==> config.mk <==
export PLATFORM = sky130hd
export DESIGN_NAME = writeback_arbiter
export DESIGN_NICKNAME = d
export VERILOG_FILES = /design/src/rtl/writeback_arbiter_pkg.sv /design/src/rtl/writeback_slot.sv /design/src/rtl/writeback_arbiter.sv
export SDC_FILE = /design/constraint.sdc
export NUM_CORES = 1
export LEC_CHECK = 0
export ABC_AREA = 1
export CORE_ASPECT_RATIO = 1.4
export CORE_MARGIN = 4
export CORE_UTILIZATION = 58
export DETAILED_ROUTE_END_ITERATION = 8
export PLACE_DENSITY = 0.95
export SYNTH_ARGS = -nofsm -noshare
export SYNTH_HDL_FRONTEND = slang
export SYNTH_SLANG_ARGS = --single-unit
==> constraint.sdc <==
create_clock -name clock -period 12.9 [get_ports clock]
set_clock_uncertainty 0.2 [all_clocks]
set_input_delay 2.58 -clock clock [delete_from_list [all_inputs] [get_ports clock]]
set_output_delay 2.58 -clock clock [all_outputs]
set_load 0.05 [all_outputs]
==> src/rtl/writeback_arbiter_pkg.sv <==
// -----------------------------------------------------------------------------
// writeback_arbiter_pkg
// Shared definitions for the writeback arbiter and its per-source slots.
// Width derivations live here so the register file and the arbiter agree on
// how wide a register index is for a given register count.
// No ports (package).
// -----------------------------------------------------------------------------
package writeback_arbiter_pkg;

  // Index width needed to address `count` items; never narrower than 1 bit so
  // degenerate configurations (a single register or source) still elaborate.
  function automatic int index_size(input int count);
    return (count > 1) ? $clog2(count) : 1;
  endfunction

endpackage

==> src/rtl/writeback_slot.sv <==
// -----------------------------------------------------------------------------
// writeback_slot
// One pending writeback entry {index, data} held on behalf of a single result
// producer until the arbiter grants it a register-file write port.
//
// Ports
//   clock       in   rising-edge clock
//   reset       in   synchronous, active-high; clears the pending flag only
//   load        in   capture load_index/load_data and mark pending
//   clear       in   entry granted this cycle; drop pending unless reloaded
//   load_index  in   destination register of the incoming result
//   load_data   in   value of the incoming result
//   pending     out  entry holds a result not yet written back
//   index       out  stored destination register
//   data        out  stored result value
// -----------------------------------------------------------------------------
module writeback_slot #(
  parameter int SIZE       = 32,
  parameter int INDEX_SIZE = 5
) (
  input  logic                  clock,
  input  logic                  reset,
  input  logic                  load,
  input  logic                  clear,
  input  logic [INDEX_SIZE-1:0] load_index,
  input  logic [SIZE-1:0]       load_data,
  output logic                  pending,
  output logic [INDEX_SIZE-1:0] index,
  output logic [SIZE-1:0]       data
);

  // A load on the same edge as a clear wins: the old entry leaves through the
  // write port while the new one takes its place, sustaining one result per
  // cycle from a single source.
  always_ff @(posedge clock) begin
    if (reset) begin
      pending <= 1'b0;
    end else if (load) begin
      pending <= 1'b1;
    end else if (clear) begin
      pending <= 1'b0;
    end
  end

  // Payload carries no reset; it is meaningless while pending is low.
  always_ff @(posedge clock) begin
    if (load) begin
      index <= load_index;
      data  <= load_data;
    end
  end

endmodule

==> src/rtl/writeback_arbiter.sv <==
// -----------------------------------------------------------------------------
// writeback_arbiter
// Collects results from SOURCE_COUNT producers, holds one pending entry per
// producer and forwards up to WRITE_COUNT of them per cycle to the register
// file write ports, round-robin, never writing the same register twice in one
// cycle.
//
// Configuration macro: WRITEBACK_ARBITER_BYPASS_EN
//   undefined (default): write ports are registered; a result accepted at one
//                        edge appears on the write port after the next edge.
//   defined            : write ports show the current cycle's grants
//                        combinationally; the register file commits at the
//                        same edge that clears the pending entry.
//
// Ports
//   clock         in   rising-edge clock
//   reset         in   synchronous, active-high
//   source_valid  in   [SOURCE_COUNT]                       result offered
//   source_ready  out  [SOURCE_COUNT]                       result accepted
//   source_index  in   [SOURCE_COUNT*REGISTER_INDEX_SIZE]   destination, flat
//   source_data   in   [SOURCE_COUNT*SIZE]                  value, flat
//   write_enable  out  [WRITE_COUNT]                        write strobe
//   write_index   out  [WRITE_COUNT*REGISTER_INDEX_SIZE]    destination, flat
//   write_data    out  [WRITE_COUNT*SIZE]                   value, flat
// -----------------------------------------------------------------------------
module writeback_arbiter
  import writeback_arbiter_pkg::*;
#(
  parameter  int SIZE                = 32,
  parameter  int REGISTER_COUNT      = 31,
  parameter  int SOURCE_COUNT        = 4,
  parameter  int WRITE_COUNT         = 2,
  localparam int REGISTER_INDEX_SIZE = index_size(REGISTER_COUNT)
) (
  input  logic                                       clock,
  input  logic                                       reset,
  input  logic [SOURCE_COUNT-1:0]                    source_valid,
  output logic [SOURCE_COUNT-1:0]                    source_ready,
  input  logic [SOURCE_COUNT*REGISTER_INDEX_SIZE-1:0] source_index,
  input  logic [SOURCE_COUNT*SIZE-1:0]               source_data,
  output logic [WRITE_COUNT-1:0]                     write_enable,
  output logic [WRITE_COUNT*REGISTER_INDEX_SIZE-1:0] write_index,
  output logic [WRITE_COUNT*SIZE-1:0]                write_data
);

  localparam int POINTER_SIZE = index_size(SOURCE_COUNT);

  logic [SOURCE_COUNT-1:0]        pending;
  logic [SOURCE_COUNT-1:0]        granted;
  logic [SOURCE_COUNT-1:0]        load;
  logic [REGISTER_INDEX_SIZE-1:0] slot_index [SOURCE_COUNT];
  logic [SIZE-1:0]                slot_data  [SOURCE_COUNT];

  logic [WRITE_COUNT-1:0]         grant_enable;
  logic [REGISTER_INDEX_SIZE-1:0] grant_index [WRITE_COUNT];
  logic [SIZE-1:0]                grant_data  [WRITE_COUNT];

  logic [POINTER_SIZE-1:0]        rr_pointer;
  logic [POINTER_SIZE-1:0]        rr_next;

  // Ready looks only at slot occupancy and this cycle's grant, never at
  // source_valid, so producers can use it without a combinational loop.
  assign source_ready = ~pending | granted;
  assign load         = source_valid & source_ready;

  for (genvar s = 0; s < SOURCE_COUNT; s++) begin : g_slot
    writeback_slot #(
      .SIZE       (SIZE),
      .INDEX_SIZE (REGISTER_INDEX_SIZE)
    ) u_slot (
      .clock      (clock),
      .reset      (reset),
      .load       (load[s]),
      .clear      (granted[s]),
      .load_index (source_index[s*REGISTER_INDEX_SIZE +: REGISTER_INDEX_SIZE]),
      .load_data  (source_data[s*SIZE +: SIZE]),
      .pending    (pending[s]),
      .index      (slot_index[s]),
      .data       (slot_data[s])
    );
  end

  // Walk the sources starting at rr_pointer. Each pending entry whose index
  // differs from every entry already granted this cycle takes the next free
  // write port; a clashing entry is skipped and simply stays pending.
  always_comb begin
    int                      count;
    logic                    conflict;
    logic [POINTER_SIZE-1:0] s;
    granted      = '0;
    grant_enable = '0;
    for (int p = 0; p < WRITE_COUNT; p++) begin
      grant_index[p] = '0;
      grant_data[p]  = '0;
    end
    rr_next  = rr_pointer;
    count    = 0;
    conflict = 1'b0;
    s        = '0;
    for (int k = 0; k < SOURCE_COUNT; k++) begin
      s        = POINTER_SIZE'((int'(rr_pointer) + k) % SOURCE_COUNT);
      conflict = 1'b0;
      for (int p = 0; p < WRITE_COUNT; p++) begin
        if (p < count && grant_index[p] == slot_index[s]) begin
          conflict = 1'b1;
        end
      end
      if (pending[s] && count < WRITE_COUNT && !conflict) begin
        granted[s] = 1'b1;
        for (int p = 0; p < WRITE_COUNT; p++) begin
          if (p == count) begin
            grant_enable[p] = 1'b1;
            grant_index[p]  = slot_index[s];
            grant_data[p]   = slot_data[s];
          end
        end
        count   = count + 1;
        rr_next = POINTER_SIZE'((int'(s) + 1) % SOURCE_COUNT);
      end
    end
  end

  always_ff @(posedge clock) begin
    if (reset) begin
      rr_pointer <= '0;
    end else begin
      rr_pointer <= rr_next;
    end
  end

`ifdef WRITEBACK_ARBITER_BYPASS_EN
  // Grants go straight to the register file; masking with reset keeps a
  // reset edge from committing anything.
  always_comb begin
    write_enable = grant_enable & {WRITE_COUNT{~reset}};
    write_index  = '0;
    write_data   = '0;
    for (int p = 0; p < WRITE_COUNT; p++) begin
      write_index[p*REGISTER_INDEX_SIZE +: REGISTER_INDEX_SIZE] = grant_index[p];
      write_data[p*SIZE +: SIZE]                                = grant_data[p];
    end
  end
`else
  // Grant -> write port register boundary.
  always_ff @(posedge clock) begin
    if (reset) begin
      write_enable <= '0;
      write_index  <= '0;
      write_data   <= '0;
    end else begin
      write_enable <= grant_enable;
      for (int p = 0; p < WRITE_COUNT; p++) begin
        write_index[p*REGISTER_INDEX_SIZE +: REGISTER_INDEX_SIZE] <= grant_index[p];
        write_data[p*SIZE +: SIZE]                                <= grant_data[p];
      end
    end
  end
`endif

endmodule

# Word level (Yosys, flattened, before mapping)
# Cells that the tools add are included.
[totals]
reg_bits = 230
[classes]
bitwise = 10
addsub = 8
reduce_logical = 28
magnitude_cmp = 21
muxes = 95
eq_ne = 8
[op_table]
columns = ["operator", "count"]
rows = [
  ["32-bit 2-to-1 mux", 17],
  ["32-bit binary-select mux with 2-bit select", 4],
  ["64-bit 2-to-1 mux", 3],
  ["2-bit by 32-bit equality test with 1-bit output, first input constant", 3],
  ["32-bit zero test", 3],
  ["1-bit by 32-bit less-than comparator with 1-bit output, first input constant", 3],
  ["2-bit by 32-bit less-than comparator with 1-bit output, first input constant", 3],
  ["32-bit by 3-bit less-than comparator with 1-bit output, second input constant", 3],
  ["5-bit 2-to-1 mux", 15],
  ["32-bit by 2-bit adder with 32-bit output, second input constant", 2],
  ["5-bit binary-select mux with 2-bit select", 4],
  ["1-bit 2-to-1 mux", 30],
  ["10-bit 2-to-1 mux", 3],
  ["5-bit equality test", 5],
  ["1-bit logical AND", 16],
  ["4-bit 2-to-1 mux", 4],
  ["4-bit bitwise OR", 4],
  ["2-bit 2-to-1 mux", 7],
  ["3-bit greater-or-equal comparator, second input constant", 4],
  ["2-bit by 3-bit less-than comparator with 1-bit output, second input constant", 4],
  ["2-bit inverter with 3-bit output", 4],
  ["2-bit by 1-bit adder with 2-bit output, second input constant", 4],
  ["1-bit binary-select mux with 2-bit select", 4],
  ["1-bit demux with 2-bit select", 4],
  ["8 further kinds", 17],
]

# Depth between registers and ports, before layout
[depth]
depth_word = 29
ltp_mapped = 36
depth_no_buf = 29

# Hierarchy
# Synthesis repeated with hierarchy kept, for this count alone.
[unflattened]
cells_unflattened = 1574
area_unflattened_um2 = 12733.5
[modules_own_cells]
columns = ["mod", "instances", "area_each_um2", "cells_per_inst", "seq_area_each_um2"]
rows = [
  ["writeback_arbiter", 1, 8129.0, 1406, 1561.5],
  ["writeback_slot", 4, 1151.1, 42, 1131.1],
]

# Least setup slack after synthesis
# OpenSTA, ideal clock, no wires.
[synth_timing]
path_type = "reg2out"
from = "register rr_pointer[1]"
to = "output port source_ready[0]"
arrival_ps = 4353
path_buffers = 5
slack_ps = 5767
stages_incl_launch_ff = 33
path_cell_list = "dfxtp_1 > inv_2 > clkbuf_1 > clkbuf_1 > clkbuf_1 > ha_1 > buf_2 > inv_1 > buf_2 > nand3_1 > nand2_1 > inv_1 > nand3_1 > o21ai_0 > nor2_1 > nand3_1 > nand2_1 > inv_1 > ha_1 > inv_1 > nand3_1 > nor2_4 > inv_2 > or2_1 > nand2_1 > nand2_1 > nand2_1 > nor2_1 > nand3_1 > inv_2 > nand2_4 > nand3_1 > nand2_1"
[synth_via]
elab_chain_len = 27
word_cells_on_any_way = 107
[synth_lines]
columns = ["element", "line", "text"]
rows = [
  ["start, declared", "writeback_arbiter.sv:58", "logic [POINTER_SIZE-1:0] rr_pointer;"],
  ["start signal, assigned", "writeback_arbiter.sv:127", "rr_pointer <= rr_next;"],
  ["branches (longest 25 deep; another with 1-bit by 32-bit less-than comparator with 1-bit output)", "n/a", ""],
  ["4-bit 2-to-1 mux (*)", "writeback_arbiter.sv:108", "if (pending[s] && count < WRITE_COUNT && !conflict) begin"],
  ["4-bit bitwise OR (*)", "writeback_arbiter.sv:63", "assign source_ready = ~pending | granted;"],
  ["end, declared", "writeback_arbiter.sv:38", "output logic [SOURCE_COUNT-1:0] source_ready,"],
]
# Every way passes the cells marked *. The select of a mux whose other input is x is not followed.

# Worst setup path after layout
# Same ends and word-level chain as after synthesis.

==> impl_metrics.toml <==
[layout]
antenna_cells = 0
fin_cells = 2070
final_util_pct = 72.4
fill_cells = 1621
stdcell_area_mm2 = 0.0158
drive_gt1_share_pct = 4.62
seq_area_mm2 = 0.00609
area_growth_pct = 23.3
layout.nets = 1918
multi_input_area_mm2 = 0.00564

[worst_setup_path]
critical_path_class = "register to output pin"
critPathArrivalTime_ns = 8.08
cp-end-kind = "output pin"
critPathSlowestCell = "dfxtp_2"
cp.required_ns = 10.12
crit_path_max_fanout = 95
critPathLaunchType = "register"
cpMostUsedCell = "nand2_1"
cp_slowest_stage_delay_ns = 1.04

[power_and_ir_drop]
power.internal_mw = 2.14
combPwrFrac_pct = 63.1
power.switching_mw = 2.32
p_per_area_mw_per_mm2 = 283
power.switching_fraction_pct = 52.0
p_seq_share_pct = 24.3
p_leak_nw = 6.91
ir_worst_vdd_v = 0.000182
clockPowerShare_pct = 12.6

[yosys]
synth_edf_count = 148
synth.area.top_cells = "edfxtp_1 35%, nand2_1 13%, dfxtp_1 13%"
synth-compound-area-share_pct = 12.0
synth_top_flop_cell = "edfxtp_1"
avgSynthCellArea_um2 = 8.06
yosys-top-cells-count = "451 x nand2_1, 184 x o21ai_0, 170 x inv_1, 149 x nor2_1, 148 x edfxtp_1"
synth-seq-cells = 230
synth_most_common_cell = "nand2_1"
ys.warnings.count = 0
synth_xor_xnor_area_share_pct = 0.411
async_reset_ff_share_pct = 0
yosysSeqAreaShare_pct = 47.6
syn_inst = 1588
synth_top_area_share_pct = 34.7
yosysTopAreaCell = "edfxtp_1"
yosys.area_share.simple_pct = 20.8
synthAdderAreaFrac_pct = 0.489
ys_types = 33
syn_area_mm2 = 0.0128
synth_top_family_by_area = "simple AND/OR/NAND/NOR gates"
syn_nets = 1747
synthMuxAreaShare_pct = 10.0

[global_routing]
grt_max_degree = 96
antenna_found_initial = 0
grt_overflow = 0
grt_pass1_wl_um = 59800
first_global_vias = 10974
met1_usage_pct = 39.9
grt_usage_pct = 31.0
met3_usage_pct = 4.57
gr-max-usage-layer = "met2"
met2_usage_pct = 53.2

[clock_network]
root_buffer = "clkbuf_16"
htree_levels = 1
cts_tree = "built"
cts.sinks = 230
postCtsResizedCells = 0
cts_made_buffers = 21
max-clock-path-buffers = 3
ctsHoldBuffers = 0
post-cts-setup-buffers = 0
cts.reportedPaths.clkPinSlew_ns = 0.06
clk_latency_ns = 0.52

[place]
gp_congestion = 0.924
dp_hpwl_um = 28000
portBuffers = 233
dpl.cell_count = 2033
placed_area_mm2 = 0.0152

[detailed_routing]
drcViolationCount = 0
wl_per_cell_um = 18.7
num_vias = 11538
viasPerCell = 5.57
drt_wl_total_um = 38800
drt-initial-drc-count = 1427
ant_nets = 0
dr.pass1.iters = 6

[die]
die_h_um = 184
die_w_um = 134
die_area_mm2 = 0.0245
fp-row-count = 64
start_util_pct = 58.7
pin_count = 234
core_area_mm2 = 0.0218

[run_status]
status = "completed"

[worst_hold_path]
hold_path_class = "register to register"

[timing]
tns_ns = 0
slew_headroom_pct = 16.2
hold_violations = 0
max_freq_ghz = 0.0921
timing.final.crit_share_pct = 84.2
drv_slew = 0
rsz0062_at_grt = "no"
final-setup-viol-count = 0
post-route-min-period_ns = 10.86
worst_slew_pin_slew_ns = 1.25

[run]
cap_viol_max_count = 0
-- metrics by stage --
| stage | power, mW | setup WS (ns) | hold WS (ns) |
|---|---|---|---|
| floorplan | 3.11 | 5.77 | 0.473 |
| detailed placement | 3.86 | 2.69 | 0.484 |
| finish | 4.47 | 2.04 | 0.507 |
| CTS | 4.43 | 2.13 | 0.507 |
| global route | 4.80 | 1.46 | 0.559 |
| global placement | 3.81 | 2.87 | 0.500 |
-- metal layers --
metal / up-vias / part of all wire, %
met1: 5249 / 39
li1: 5546 / -
met2: 638 / 49
met4: 0 / 3.9
met3: 105 / 8.7
met5: - / 0
-- cell families after synthesis --
kind of cell | Yosys count
AND/OR/NAND/NOR | 663
adder cells (fa/ha/maj) | 5
buffers and inverters | 274
flip-flops | 230
XOR/XNOR | 6
AO/OA/AOI/OAI | 282
multiplexers | 128
-- cell type report --
cell class,instances,share of cell area [%]
Sequential cell,230,38.6
Clock inverter,10,0.325
Multi-Input combinational cell,1084,35.7
Clock buffer,27,3.48
Inverter,179,4.26
Tap cell,297,2.36
Timing Repair Buffer,243,15.3
-- final timing paths --
kind,cells past startpoint,end,from,slack [ns]
setup reg to reg,26,write_data[45],rr_pointer[1],4.12
hold reg to reg,4,g_slot[2].u_slot.pending,g_slot[2].u_slot.pending,0.51
hold / removal,4,g_slot[2].u_slot.pending,g_slot[2].u_slot.pending,0.51
setup / recovery,28,source_ready[0],rr_pointer[1],2.04
-- cells in the final DEF (no fill, tap or decap), drive strengths merged, types with 27 or more instances in the layout --
| cell type | n |
|---|---|
| nand3 | 47 |
| o21ai | 199 |
| inv | 180 |
| clkbuf | 27 |
| nor2 | 151 |
| clkdlybuf4s50 | 233 |
| mux2i | 128 |
| nand2 | 457 |
| dfxtp | 82 |
| edfxtp | 148 |
| a21oi | 46 |
-- power groups by stage --
stage	Sequential, mW	Clock (mW)	Combinational, mW
floorplan	1.30	0	1.81
global placement	1.09	0	2.73
detailed placement	1.10	0	2.76
CTS	1.08	0.568	2.78
global route	1.10	0.598	3.10
finish	1.09	0.561	2.82
-- state kept, by name (all words and copies together) (netlist names) --
signal / count
rr_pointer: 2
write_enable: 2
g_slot.u_slot.index: 20
g_slot.u_slot.pending: 4
g_slot.u_slot.data: 128
write_index: 10
write_data: 64
-- critical path: cells and delay by family (launching register included) --
family | cells | cell delay [ns]
AND/OR/NAND/NOR | 16 | 2.52
XOR/XNOR | 1 | 0.20
flip-flops | 1 | 1.04
adder cells (fa/ha/maj) | 2 | 0.62
buffers and inverters | 9 | 3.06
Note: power is estimated with default switching activity, not from simulation.
